===== src/rtl/serial_subtractor4.sv =====
// Bit-serial unsigned subtractor, LSB first: accept a/b, out_valid WIDTH edges after accept.
// One operation in flight; DONE holds diff until out_ready, and in_ready is 0 outside IDLE.
module serial_subtractor4 #(
  parameter int WIDTH = 4
) (
  input  logic             clk,
  input  logic             rst,
  input  logic             in_valid,
  output logic             in_ready,
  input  logic [WIDTH-1:0] a,
  input  logic [WIDTH-1:0] b,
  output logic             out_valid,
  input  logic             out_ready,
  output logic [WIDTH:0]   diff
);

  localparam int CW = (WIDTH > 1) ? $clog2(WIDTH) : 1;

  typedef enum logic [1:0] {
    IDLE,
    CALC,
    DONE
  } state_t;

  state_t          state;
  logic [WIDTH-1:0] a_sh;
  logic [WIDTH-1:0] b_sh;
  logic             br;
  logic [CW-1:0]    cnt;

  logic a_bit;
  logic b_bit;
  logic d_bit;
  logic br_next;

  always_comb begin
    a_bit   = a_sh[0];
    b_bit   = b_sh[0];
    d_bit   = a_bit ^ b_bit ^ br;
    br_next = (~a_bit & b_bit) | (~(a_bit ^ b_bit) & br);
  end

  always_ff @(posedge clk) begin
    if (rst) begin
      state     <= IDLE;
      in_ready  <= 1'b1;
      out_valid <= 1'b0;
      diff      <= '0;
      a_sh      <= '0;
      b_sh      <= '0;
      br        <= 1'b0;
      cnt       <= '0;
    end else begin
      case (state)
        IDLE: begin
          if (in_valid) begin
            a_sh     <= a;
            b_sh     <= b;
            br       <= 1'b0;
            cnt      <= '0;
            in_ready <= 1'b0;
            state    <= CALC;
          end
        end
        CALC: begin
          // Bit cnt of diff is rewritten in place; older bits keep the previous result until reached.
          diff[cnt] <= d_bit;
          br        <= br_next;
          a_sh      <= a_sh >> 1;
          b_sh      <= b_sh >> 1;
          cnt       <= cnt + CW'(1);
          if (cnt == CW'(WIDTH - 1)) begin
            diff[WIDTH] <= br_next;
            out_valid   <= 1'b1;
            state       <= DONE;
          end
        end
        DONE: begin
          // Returning to IDLE raises in_ready only next cycle, so no accept on the leaving edge.
          if (out_ready) begin
            out_valid <= 1'b0;
            in_ready  <= 1'b1;
            state     <= IDLE;
          end
        end
        default: begin
          out_valid <= 1'b0;
          in_ready  <= 1'b1;
          state     <= IDLE;
        end
      endcase
    end
  end

endmodule


===== config.mk =====
export PLATFORM = sky130hd
export DESIGN_NAME = serial_subtractor4
export DESIGN_NICKNAME = d
export VERILOG_FILES = /design/src/rtl/serial_subtractor4.sv
export SDC_FILE = /design/constraint.sdc
export NUM_CORES = 1
export LEC_CHECK = 0
export BUFFER_PORTS_ARGS = -buffer_cell sky130_fd_sc_hd__buf_2
export CELL_PAD_IN_SITES_DETAIL_PLACEMENT = 0
export CELL_PAD_IN_SITES_GLOBAL_PLACEMENT = 1
export CORE_MARGIN = 3
export CORE_UTILIZATION = 40
export CTS_BUF_LIST = sky130_fd_sc_hd__clkbuf_16
export DETAILED_ROUTE_END_ITERATION = 8
export PLACE_DENSITY = 0.85
export SYNTH_ARGS = -nofsm -noshare
export SYNTH_HDL_FRONTEND = slang
export SYNTH_SLANG_ARGS = --single-unit

===== constraint.sdc =====
create_clock -name clk -period 1.7 [get_ports clk]
set_input_delay 0.085 -clock clk [delete_from_list [all_inputs] [get_ports clk]]
set_output_delay 0.085 -clock clk [all_outputs]
set_load 0.02 [all_outputs]

==> out/metrics.csv <==
metric;value;unit
share of synthesized area occupied by flip-flops and latches;0.428;
Final Cycle Share;0.809;
post-route minimum period;1.37;ns
final routed wirelength across all metal layers;1780;µm
Iteration-0 DRC Markers;14;
cell at the root of the clock tree;sky130_fd_sc_hd__clkbuf_16;
number of fillers in the final layout;210;
library cell contributing the largest single delay on the critical path;sky130_fd_sc_hd__dfxtp_1;
total gr overflow;0;
internal portion of total power;1.03;mW
Cells after Synth;95;
status;complete, no violations;
Most used DFF post-synth;sky130_fd_sc_hd__dfxtp_1;
global routing usage summed across all routing layers;0.140;
number of global-route vias before repair;685;
Max Fclk;0.727;GHz
power share of the sequential group;0.402;
Final Hold Slack;0.0930;ns
CTS buffer count;3;
list of cells traversed by the critical path;nor2b_1 -> buf_4 -> a21oi_1 -> a311oi_1;
total die area;2960;µm²
library cells used by synthesis;31;
Max VDD drop;0.876;mV
Core Region;2080;µm²
power per cell area;1150;nW/µm²
Synth Net Count;112;
Final Hold Fails;0;
post-synthesis cell area;936;µm²
clock tree from TritonCTS;done;
count of placed standard cells including taps;135;
commonest non-fill, non-tap cell in the layout;sky130_fd_sc_hd__dfxtp_1;
Post-DP HPWL;1260;µm
total of endpoints with negative setup slack in the final report;0;
number of post-CTS setup repair buffers;0;
async set or reset register ratio after synthesis;0;
area delta synth->final;20.3;%
antenna violations before repair;0;
num rows;16;
starting density of the core;0.450;
final weighted congestion of routability-driven global placement;0.664;
CTS Hold Buffers Added;0;
data arrival time at the worst-slack endpoint;1.53;ns
top fanout value on the critical path;18;
Hold WC Path Type;primary input to flop;
non-filler instance count after layout;139;
Avg Vias per Cell;5.28;
Slew Limit Fails;0;
wire length of the first global-routing pass;2920;µm
Critical Path Max Stage Delay;0.52;ns
Antenna Cells;0;
maximum clock skew at final layout;0.00180;ns
overall die height;54.4;µm
vias after detailed routing;734;
Slew @ Worst Pin;0.408;ns
latest clock arrival within the worst-skew pair;0.25;ns
endpoint of the worst hold-timing path;a_sh[2];
final routed DRC violation total;0;
kind of critical path;flop to flop;
maximum capacitance violations;0;
RSZ-0062 raised after global routing;false;
worst path required time;1.86;ns
final instance area;1130;µm²
FF-to-FF setup slack;0.33;ns
beginning of the worst register-to-register path;state[0];
CTS H-tree lvls;1;
largest buffer count on any clock path;2;
category of the worst setup path launch point;flop;
fraction of final layout cells with drive strength greater than 1;0.268;
mean instance size in the synthesized netlist;9.85;µm²
chip width;54.4;µm
Critical Path Sink Type;flop;
number of detailed-route iterations in the first pass;4;
Avg WL per Cell;12.8;µm
Sw Ratio;0.205;
number of cells upsized or downsized after cts;0;
maximum number of pins on one net before global-route repair;21;
Max-Slew Margin vs Limit;0.727;
antenna violation net count after detailed routing;0;
power spent charging and discharging nets;0.266;mW
layout net count;130;
FF-to-FF path depth;4;
most frequent cells in the layout;20 x sky130_fd_sc_hd__dfxtp_1, 18 x sky130_fd_sc_hd__buf_2, 12 x sky130_fd_sc_hd__a21oi_1;
number of I/O port buffers;18;
Comb power frac;0.109;
clk sinks;20;
depth of the worst hold-timing path;2;
standby leakage power;0.453;nW
total number of yosys warnings;0;
number of enable flip-flop cells after synthesis;0;
setup_tns;0;ns
Seq cells post-synth;20;
portion of total power attributed to the clock network;0.489;
clock input transition at the sequential cells of the worst setup and hold paths;0.06;ns
hold path startpoint;a[2];
I/O Pins;19;
standard cell area after detailed placement;1020;µm²
Reg-to-Reg End;diff[0];
-- Yosys cell counts (2+ instances only) --
cell / n / share of area
sky130_fd_sc_hd__a21oi_1: 12 / 0.064
sky130_fd_sc_hd__a21oi_2: 3 / 0.028
sky130_fd_sc_hd__a22oi_1: 2 / 0.016
sky130_fd_sc_hd__a311oi_1: 4 / 0.037
sky130_fd_sc_hd__clkbuf_1: 2 / 0.0080
sky130_fd_sc_hd__dfxtp_1: 20 / 0.43
sky130_fd_sc_hd__ha_1: 4 / 0.053
sky130_fd_sc_hd__inv_1: 11 / 0.044
sky130_fd_sc_hd__nand3b_1: 3 / 0.024
sky130_fd_sc_hd__nor2_1: 5 / 0.020
sky130_fd_sc_hd__nor2_2: 2 / 0.013
sky130_fd_sc_hd__o21ai_0: 2 / 0.011
sky130_fd_sc_hd__o21bai_1: 2 / 0.016
sky130_fd_sc_hd__o221a_1: 6 / 0.072
-- power by group through the flow --
stage | logic [mW] | registers (mW) | clock network (mW)
floorplan | 0.105 | 0.531 | 0
global placement | 0.137 | 0.529 | 0
detailed placement | 0.141 | 0.531 | 0
CTS | 0.142 | 0.521 | 0.644
global route | 0.159 | 0.525 | 0.673
finish | 0.140 | 0.520 | 0.633
-- state kept, by name, indices dropped and copies added, names as in the netlist --
name / flops
in_ready: 1
out_valid: 1
diff: 5
a_sh: 4
br: 1
cnt: 2
state: 2
b_sh: 4
-- worst max-delay path by stage --
| stage | start | endpoint | slack, ns | depth (start not counted) |
|---|---|---|---|---|
| after global routing | state[0] | diff[0] | 0.16 | 4 |
| after detailed placement | state[0] | diff[0] | 0.38 | 4 |
| after CTS | state[0] | diff[2] | 0.33 | 4 |
| after global placement | state[0] | diff[3] | 0.42 | 4 |
| after floorplan | a_sh[0] | diff[2] | 0.50 | 3 |
| final | state[0] | diff[0] | 0.33 | 4 |
-- cells by family after synthesis --
kind of cell,after synthesis,share of synthesized area
fa+ha+maj,5,0.0749
flops,20,0.428
mux,1,0.0107
compound gates,34,0.277
buf+inv,17,0.0936
simple gates,18,0.116
-- through the flow --
step                worst slack [ns]  utilization  power [mW]
global placement               0.422        0.490       0.666
floorplan                      0.500            -       0.636
detailed placement             0.381        0.490       0.671
global route                   0.163        0.541        1.36
finish                         0.325        0.541        1.29
CTS                            0.326        0.541        1.31
-- critical path, delay by kind of cell (launching register included) --
kind            cells  cell delay [ns]
compound gates      2             0.33
buf+inv             1             0.24
flops               1             0.52
simple gates        1             0.19
-- cell type report --
type | count | area, µm² | share of cell area
tap | 27 | 33.8 | 0.0300
timing repair buffer | 19 | 97.6 | 0.0867
clock buffer | 3 | 75.1 | 0.0667
sequential | 20 | 400 | 0.356
multi-input combinational | 58 | 448 | 0.398
inverter | 11 | 41.3 | 0.0367
clock inverter | 1 | 30.0 | 0.0267
-- per-layer routing --
metal  routed length, µm  GRT usage  vias up
li1                    -          -      375
met1                 798      0.156      344
met2                 876      0.245       13
met3                  88     0.0490        2
met4                  17     0.0498        0
met5                   0          0        -
(Power assumes the default switching activity.)
